`config.mk`:
```
export PLATFORM = sky130hd
export DESIGN_NAME = pipeline_ctrl
export DESIGN_NICKNAME = d
export VERILOG_FILES = /design/src/rtl/pipeline_ctrl.sv
export SDC_FILE = /design/constraint.sdc
export NUM_CORES = 1
export LEC_CHECK = 0
export ABC_AREA = 1
export BUFFER_PORTS_ARGS = -buffer_cell sky130_fd_sc_hd__buf_2
export CAP_MARGIN = 10
export CORE_MARGIN = 10
export CORE_UTILIZATION = 48
export DETAILED_ROUTE_END_ITERATION = 8
export GPL_ROUTABILITY_DRIVEN = 0
export HOLD_SLACK_MARGIN = 0.06
export PLACE_DENSITY = 0.8
export SYNTH_ARGS = -nofsm -noshare
export SYNTH_HDL_FRONTEND = slang
export SYNTH_SLANG_ARGS = --single-unit
```
`constraint.sdc`:
```
create_clock -name clk -period 2 [get_ports clk]
set_input_delay 0.6 -clock clk [delete_from_list [all_inputs] [get_ports clk]]
set_output_delay 0.6 -clock clk [all_outputs]
set_load 0.005 [all_outputs]
```
`src/rtl/pipeline_ctrl.sv`:
```
// Pipeline hazard/stall controller.
// Resolves, in one cycle, the stall and flush controls for a five-stage
// pipeline from the current hazard inputs and a small RUN/MEM_WAIT/HALTED
// state machine. Also keeps saturating counts of stall and flush cycles.
module pipeline_ctrl #(
    parameter logic [7:0] MEM_TIMEOUT = 8'd255
) (
    input  logic        clk,
    input  logic        rst_n,
    input  logic [3:0]  id_rs1,
    input  logic [3:0]  id_rs2,
    input  logic        id_use_rs1,
    input  logic        id_use_rs2,
    input  logic [3:0]  ex_reg_dst,
    input  logic        ex_reg_wr,
    input  logic        ex_mem_rd,
    input  logic        branch_taken,
    input  logic        mem_req,
    input  logic        mem_ready,
    input  logic        halt_req,
    output logic        pc_stall,
    output logic        if_id_stall,
    output logic        id_ex_stall,
    output logic        ex_mem_stall,
    output logic        mem_wb_stall,
    output logic        if_id_flush,
    output logic        id_ex_flush,
    output logic        ex_mem_flush,
    output logic        mem_wb_flush,
    output logic        halted,
    output logic        mem_err,
    output logic [15:0] stall_cnt,
    output logic [15:0] flush_cnt
);

    typedef enum logic [1:0] {
        ST_RUN      = 2'd0,
        ST_MEM_WAIT = 2'd1,
        ST_HALTED   = 2'd2
    } state_t;

    state_t      r_state;
    state_t      w_state_nxt;
    logic [7:0]  r_wait_cnt;
    logic [7:0]  w_wait_cnt_nxt;
    logic        r_mem_err;
    logic        w_mem_err_nxt;
    logic [15:0] r_stall_cnt;
    logic [15:0] r_flush_cnt;
    logic        w_mem_wait;
    logic        w_load_use;

    // Increment that sticks at all-ones instead of wrapping.
    function automatic logic [15:0] sat_inc(input logic [15:0] value);
        if (value == 16'hFFFF) begin
            sat_inc = value;
        end else begin
            sat_inc = value + 16'd1;
        end
    endfunction

    // Hazard detection: load-use match and whether memory is stalling this cycle.
    always_comb begin
        w_load_use = ex_mem_rd & ex_reg_wr &
                     ((id_use_rs1 & (id_rs1 == ex_reg_dst)) |
                      (id_use_rs2 & (id_rs2 == ex_reg_dst)));
        case (r_state)
            ST_RUN:      w_mem_wait = mem_req & ~mem_ready;
            ST_MEM_WAIT: w_mem_wait = ~mem_ready;
            default:     w_mem_wait = 1'b0;
        endcase
    end

    // Stall/flush outputs by priority: halted, memory wait, branch, load-use.
    always_comb begin
        pc_stall     = 1'b0;
        if_id_stall  = 1'b0;
        id_ex_stall  = 1'b0;
        ex_mem_stall = 1'b0;
        mem_wb_stall = 1'b0;
        if_id_flush  = 1'b0;
        id_ex_flush  = 1'b0;
        ex_mem_flush = 1'b0;
        mem_wb_flush = 1'b0;
        if (r_state == ST_HALTED) begin
            pc_stall     = 1'b1;
            if_id_stall  = 1'b1;
            id_ex_stall  = 1'b1;
            ex_mem_stall = 1'b1;
            mem_wb_stall = 1'b1;
            mem_wb_flush = 1'b1;
        end else if (w_mem_wait) begin
            pc_stall     = 1'b1;
            if_id_stall  = 1'b1;
            id_ex_stall  = 1'b1;
            ex_mem_stall = 1'b1;
            mem_wb_flush = 1'b1;
        end else if (branch_taken) begin
            if_id_flush  = 1'b1;
            id_ex_flush  = 1'b1;
        end else if (w_load_use) begin
            pc_stall     = 1'b1;
            if_id_stall  = 1'b1;
            id_ex_flush  = 1'b1;
        end else begin
            pc_stall     = 1'b0;
        end
    end

    // Next state, wait counter and sticky memory-error flag.
    always_comb begin
        w_state_nxt    = r_state;
        w_wait_cnt_nxt = r_wait_cnt;
        w_mem_err_nxt  = r_mem_err;
        case (r_state)
            ST_RUN: begin
                if (halt_req) begin
                    w_state_nxt = ST_HALTED;
                end else if (w_mem_wait) begin
                    w_state_nxt    = ST_MEM_WAIT;
                    w_wait_cnt_nxt = 8'd1;
                end else begin
                    w_wait_cnt_nxt = 8'd0;
                end
            end
            ST_MEM_WAIT: begin
                if (!mem_ready && (r_wait_cnt == MEM_TIMEOUT)) begin
                    // Timeout wins even when halt_req arrives in the same cycle.
                    w_state_nxt   = ST_HALTED;
                    w_mem_err_nxt = 1'b1;
                end else if (halt_req) begin
                    w_state_nxt = ST_HALTED;
                end else if (!mem_ready) begin
                    w_wait_cnt_nxt = r_wait_cnt + 8'd1;
                end else begin
                    w_state_nxt    = ST_RUN;
                    w_wait_cnt_nxt = 8'd0;
                end
            end
            ST_HALTED: begin
                w_state_nxt = ST_HALTED;
            end
            default: begin
                w_state_nxt    = ST_RUN;
                w_wait_cnt_nxt = 8'd0;
            end
        endcase
    end

    // State, wait counter and error flag registers.
    always_ff @(posedge clk or negedge rst_n) begin
        if (!rst_n) begin
            r_state    <= ST_RUN;
            r_wait_cnt <= 8'd0;
            r_mem_err  <= 1'b0;
        end else begin
            r_state    <= w_state_nxt;
            r_wait_cnt <= w_wait_cnt_nxt;
            r_mem_err  <= w_mem_err_nxt;
        end
    end

    // Saturating stall and flush event counters.
    always_ff @(posedge clk or negedge rst_n) begin
        if (!rst_n) begin
            r_stall_cnt <= 16'd0;
            r_flush_cnt <= 16'd0;
        end else begin
            if (pc_stall) begin
                r_stall_cnt <= sat_inc(r_stall_cnt);
            end
            if (if_id_flush) begin
                r_flush_cnt <= sat_inc(r_flush_cnt);
            end
        end
    end

    assign halted    = (r_state == ST_HALTED);
    assign mem_err   = r_mem_err;
    assign stall_cnt = r_stall_cnt;
    assign flush_cnt = r_flush_cnt;

endmodule
```
==> results.py, run 1 <==
metrics = {
    "run_status": {
        "status": "finished, final reports clean",
    },
    "clock_tree": {
        "clock-sinks": 43,
        "path_clk_slew_ns": 0.08,
        "numCtsBuffers": 5,
        "clock_path_buffers": 2,
        "hold_buffers": 0,
        "clkLatencyLatePin_ns": 0.30,
        "cts_tree": "done",
        "cts_root_buf": "clkbuf_8",
        "htree_levels": 2,
    },
    "yosys": {
        "synthXorXnorAreaFrac": 0.0995,
        "synth_edf_count": 0,
        "async_flop_share": 1.00,
        "yosys.area_share.simple": 0.370,
        "ys.flop_type": "dfrtp_1",
        "synthDistinctLibCells": 27,
        "synth-compound-area-share": 0.0270,
        "syn_avg_cell_area_sq_um": 7.46,
        "netlist_area_sq_um": 2640,
        "synth_adder_area_share": 0.0142,
        "yosysSeqAreaShare": 0.407,
        "synth_top_family_by_area": "simple AND/OR/NAND/NOR gates",
        "synthMuxAreaShare": 0,
        "syn-num-nets": 379,
        "synthCells": 354,
        "synth_seq_cells": 43,
        "yosysWarnings": 0,
    },
    "die": {
        "ios": 65,
        "start_util": 0.504,
        "fp-row-count": 26,
        "coreArea_sq_um": 5240,
        "die-area_sq_um": 8870,
        "fp.dieH_um": 94.2,
        "die_x_um": 94.2,
    },
    "worst_setup_path": {
        "path_class": "reg2out",
        "crit_arrival_ns": 1.40,
        "crit_fanout": 5,
        "startpoint_type": "flop",
        "critPathCaptureType": "output port",
        "required_ns": 1.40,
    },
    "global_routing": {
        "grt.overflow.total": 0,
        "grt_pass1_wl_um": 11600,
        "grt_max_degree": 44,
        "grt_pass1_vias": 2636,
        "gr-usage-all-layers": 0.156,
        "antenna_found_initial": 0,
    },
    "sta": {
        "rsz0062_at_grt": "true",
        "maxSlewViolCount": 0,
        "final_hold_viol_count": 0,
        "setup_ws_ns": 0.00289,
        "clock_skew_ns": 0.00885,
        "max_slew_margin": 0.632,
        "tns_ns": 0,
        "worstMarginPinSlew_ns": 0.552,
        "post-route-period-util": 0.999,
        "fmax_mhz": 501,
        "fin_crit_ns": 2.00,
        "setup_violations": 0,
    },
    "power_and_ir_drop": {
        "ir_worst_vdd_uv": 691,
        "p_leak_uw": 0.00177,
        "power_density_nw_per_um2": 905,
        "finalPower_uw": 3040,
    },
    "cells_and_area": {
        "diodes": 0,
        "fin_nets": 464,
        "drive_gt1_frac": 0.300,
        "area_growth_pct": 27.3,
        "final_cells": 510,
        "finalCoreUtilization": 0.642,
    },
    "routing": {
        "via_per_inst": 4.99,
        "drtIter0Drc": 84,
        "via_count": 2544,
        "finalWirelength_um": 6800,
        "antenna_left": 0,
        "post_drt_wl_per_cell_um": 13.3,
        "detail_route.drc_violations": 0,
        "firstDrtPassIters": 4,
    },
    "min_path": {
        "worstHoldPathType": "in2async",
    },
    "placement": {
        "hpwl_um": 5040,
        "post-place-ws_ns": -0.101,
        "place.port_buffers": 63,
        "post-place-cells": 499,
    },
    "job": {
        "drv_cap": 0,
    },
}
## final cells by class
class                      count  area (sq um)
clock buffer                   7          76.3
clock inverter                 1          5.00
fill                         471          1880
inverter                      37           146
multi-input combinational    263          1390
sequential                    43          1080
tap                           70          87.6
timing repair buffer          89           583
## worst max-delay path, stage by stage (launching register included)
cell,delay (ns)
dfrtp_2,0.45
nor2_2,0.10
nor2_2,0.04
nand2_1,0.06
nand2_2,0.08
nor2_4,0.14
buf_4,0.12
buf_2,0.10
## cells by family after synthesis
| group | count (synthesis) |
|---|---|
| compound gates | 12 |
| buf+inv | 48 |
| xor+xnor | 30 |
| other cells | 1 |
| flops | 43 |
| fa+ha+maj | 3 |
| simple gates | 217 |
## metal layers
layer | track usage | up-vias | share of wire
li1 | - | 1299 | -
met2 | 0.273 | 58 | 0.50
met4 | 0.0481 | 0 | 0.0091
met3 | 0.0368 | 8 | 0.052
met5 | 0 | - | 0
met1 | 0.182 | 1179 | 0.44
## power by group
group	internal, uW	total (uW)	switching [uW]
clock network	245	544	298
logic	603	1330	723
registers	1010	1170	163
## timing repair
| item | in CTS | in global routing |
|---|---|---|
| gates resized for setup | 13 | 17 |
| hold endpoints to repair | 0 | 0 |
| pin swaps | 16 | 15 |
| endpoints found under the setup margin | 5 | 15 |
| buffers inserted | 3 | 0 |
## sequential cells by signal, indices dropped and copies added, names as in the netlist
name	count
flush_cnt	16
mem_err	1
r_state	2
stall_cnt	16
r_wait_cnt	8
## stage by stage
| step | area, sq um | hold WS [ns] |
|---|---|---|
| after floorplan | 2660 | 0.304 |
| after global routing | 3360 | 0.413 |
| after global placement | 3160 | 0.461 |
| after detailed placement | 3160 | 0.457 |
| after CTS | 3310 | 0.391 |
| final | 3360 | 0.366 |
## Yosys cell counts, types with 5 or more instances
master / number / area (sq um)
nand2_1: 104 / 390
nor2_1: 45 / 169
dfrtp_1: 43 / 1080
inv_1: 27 / 101
nand3_1: 23 / 115
nand4_1: 21 / 131
xor2_1: 19 / 166
nor3_1: 11 / 55.1
xnor2_1: 11 / 96.3
inv_2: 10 / 37.5
o21ai_1: 7 / 35.0
buf_2: 5 / 25.0
buf_4: 5 / 37.5
## final timing paths
path / end / cells after the start / startpoint / slack (ns)
worst max-delay path: if_id_flush / 7 / r_state[0]$_DFFE_PN0P_ / 0.003
worst min-delay path: stall_cnt[9]$_DFFE_PN0P_ / 2 / rst_n / 0.37
worst max register to register: r_wait_cnt[6]$_DFFE_PN0P_ / 11 / r_wait_cnt[0]$_DFFE_PN0P_ / 0.19
worst min register to register: mem_err$_DFFE_PN0P_ / 1 / mem_err$_DFFE_PN0P_ / 0.47
max in group asynchronous: r_state[0]$_DFFE_PN0P_ / 2 / rst_n / 1.22
min in group clk: mem_err$_DFFE_PN0P_ / 1 / mem_err$_DFFE_PN0P_ / 0.47
## layout by cell type (no fill, tap or decap), types with 7 or more instances in the layout
cell and n:
buf_2 54, buf_4 24, buf_6 10, dfrtp_1 42
inv_1 23, inv_2 12, nand2_1 98, nand2_2 9
nand3_1 23, nand4_1 21, nor2_1 39, nor3_1 11
o21ai_1 7, xnor2_1 11, xor2_1 19
No activity file was read; power rests on OpenSTA's default activity.
==> run 2, diff against run 1 <==
--- a/config.mk
+++ b/config.mk
@@ -8,8 +8,10 @@
 export ABC_AREA = 1
 export BUFFER_PORTS_ARGS = -buffer_cell sky130_fd_sc_hd__buf_2
 export CAP_MARGIN = 10
+export CELL_PAD_IN_SITES_DETAIL_PLACEMENT = 0
+export CELL_PAD_IN_SITES_GLOBAL_PLACEMENT = 2
 export CORE_MARGIN = 10
-export CORE_UTILIZATION = 48
+export CORE_UTILIZATION = 27
 export DETAILED_ROUTE_END_ITERATION = 8
 export GPL_ROUTABILITY_DRIVEN = 0
 export HOLD_SLACK_MARGIN = 0.06
==> run 2 against run 1 <==
The run now ends with negative setup slack left. First-iteration DRC count rose by 44%. Via count increased by 0.24%. Global-route usage decreased by 5.2 points. Critical path type unchanged. Cell count up 13%. Setup slack worse by 0.059 ns. Highest routed layer unchanged. Combinational power rose by 3%. Wire length increased by 7.1%. Largest cell class unchanged. Design area is 4.0% higher. Die area rose by 59%. Sequential power is essentially flat. Non-clock buffer count is 5 higher.
==> results.py, run 2 (same netlist as run 1, synthesis figures left out) <==
metrics = {
    "run_status": {
        "status": "complete, but fails checks",
        "failed_checks": "negative setup slack",
    },
    "worst_setup_path": {
        "crit_fanout": 3,
        "critPathCaptureType": "output port",
        "rr_startpoint": "r_state[0]$_DFFE_PN0P_",
        "r2r_cells": 10,
        "startpoint_type": "flop",
        "crit_arrival_ns": 1.46,
        "required_ns": 1.40,
        "ff2ff_setup_slack_ns": 0.19,
        "r2r_end": "flush_cnt[2]$_DFFE_PN0P_",
        "startpoint": "r_state[0]$_DFFE_PN0P_",
        "path_class": "reg2out",
    },
    "routing": {
        "detail_route.drc_violations": 0,
        "finalWirelength_um": 7280,
        "drtIter0Drc": 121,
        "via_per_inst": 4.41,
        "via_count": 2550,
        "antenna_left": 0,
        "firstDrtPassIters": 6,
        "post_drt_wl_per_cell_um": 12.6,
    },
    "die": {
        "start_util": 0.274,
        "die_x_um": 119,
        "fp-row-count": 36,
        "fp.dieH_um": 119,
        "ios": 65,
        "die-area_sq_um": 14100,
        "coreArea_sq_um": 9640,
    },
    "sta": {
        "tns_ns": -0.157,
        "fin_crit_ns": 2.06,
        "max_slew_margin": 0.636,
        "maxSlewViolCount": 0,
        "final_hold_viol_count": 0,
        "worstMarginPinSlew_ns": 0.545,
        "rsz0062_at_grt": "true",
        "post-route-period-util": 1.03,
        "clock_skew_ns": 0.00913,
        "setup_violations": 4,
        "setup_ws_ns": -0.0563,
        "fmax_mhz": 486,
    },
    "job": {
        "drv_cap": 0,
    },
    "clock_tree": {
        "numCtsBuffers": 5,
        "clock_path_buffers": 2,
        "path_clk_slew_ns": 0.09,
        "clock-sinks": 43,
        "clkLatencyLatePin_ns": 0.30,
        "cts_tree": "done",
        "htree_levels": 2,
        "cts_root_buf": "clkbuf_8",
    },
    "power_and_ir_drop": {
        "p_leak_uw": 0.00181,
        "clock_power_share": 0.228,
        "power_density_nw_per_um2": 939,
        "power.switching_uw": 1230,
        "ir_worst_vdd_uv": 548,
        "swShare": 0.375,
        "intPower_uw": 2050,
        "comb_power_share": 0.418,
        "seq_power_share": 0.354,
    },
    "cells_and_area": {
        "diodes": 0,
        "area_growth_pct": 32.4,
        "multiInputGateArea_sq_um": 1380,
        "drive_gt1_frac": 0.301,
        "fin_nets": 469,
        "num-fill-cells": 1055,
        "finalCoreUtilization": 0.363,
        "mostFrequentLayoutCells": "nand2_1 (101), buf_2 (56), dfrtp_1 (43)",
        "layout_commonest_cell": "nand2_1",
        "seq_area_sq_um": 1080,
        "stdcell_area_sq_um": 3500,
        "final_cells": 578,
    },
    "placement": {
        "post-place-ws_ns": -0.168,
        "placed_area_sq_um": 3260,
        "hpwl_um": 5710,
        "post-place-cells": 565,
        "place.port_buffers": 63,
    },
    "global_routing": {
        "antenna_found_initial": 0,
        "grt_pass1_wl_um": 12600,
        "grt_pass1_vias": 2641,
        "gr-usage-all-layers": 0.104,
        "grt_max_degree": 24,
        "grt.overflow.total": 0,
    },
    "min_path": {
        "worstHoldPathType": "in2async",
    },
}
==> run 2: cell types whose count changed in the layout (fill, tap and decap cells not counted), moves of 2 or more <==
cell,delta
buf_2,+2
buf_6,-4
inv_4,+2
clkbuf_1,-2
inv_2,-2
nand2_1,+3
buf_4,+6
nand2_2,-3
==> run 2: what timing repair did <==
action / in CTS / in global routing
pin swaps: 16 / 11
setup buffers: 5 / 0
hold buffers: 0 / 0
setup endpoints to repair: 4 / 17
resized for setup: 11 / 12
==> run 2: cell type report <==
cell class,instances,share of cell area
clock inverter,2,0.0111
tap,133,0.0476
clock buffer,6,0.0236
multi-input combinational,263,0.394
inverter,37,0.0419
timing repair buffer,94,0.174
sequential,43,0.308
==> run 2: metal layers <==
| metal | GRT usage | vias up | wire length, um |
|---|---|---|---|
| met1 | 0.128 | 1181 | 3340 |
| met3 | 0.0298 | 7 | 358 |
| met4 | 0.0237 | 0 | 82 |
| met2 | 0.175 | 53 | 3500 |
| met5 | 0 | - | 0 |
| li1 | - | 1309 | - |
==> run 2: power by group through the flow <==
stage | Combinational [uW] | Sequential (uW) | Clock, uW
after floorplan | 704 | 1200 | 0
after global placement | 1320 | 1190 | 0
after detailed placement | 1320 | 1190 | 0
after CTS | 1380 | 1170 | 776
after global routing | 1550 | 1200 | 805
final | 1370 | 1160 | 748
==> run 2: worst max path at each step <==
stage	end	slack, ns	depth (start not counted)
CTS	id_ex_flush	-0.07	8
finish	id_ex_flush	-0.06	8
global route	id_ex_flush	-0.15	8
detailed placement	pc_stall	-0.17	10
floorplan	pc_stall	0.007	9
global placement	pc_stall	-0.14	10
==> run 2: worst max-delay path, cell delays in order, from the launching register on <==
cell     delay [ns]
dfrtp_1        0.43
nor2_2         0.11
nor2_2         0.05
nand2_1        0.07
nand2_2        0.08
nor2_4         0.18
inv_4          0.04
o21ai_1        0.06
buf_2          0.13
==> run 2: through the flow <==
stage / total power, uW / hold WS (ns)
2_1_floorplan: 1900 / 0.304
3_3_place_gp: 2510 / 0.461
3_5_place_dp: 2510 / 0.478
4_1_cts: 3330 / 0.279
5_1_grt: 3550 / 0.298
6_report: 3290 / 0.268
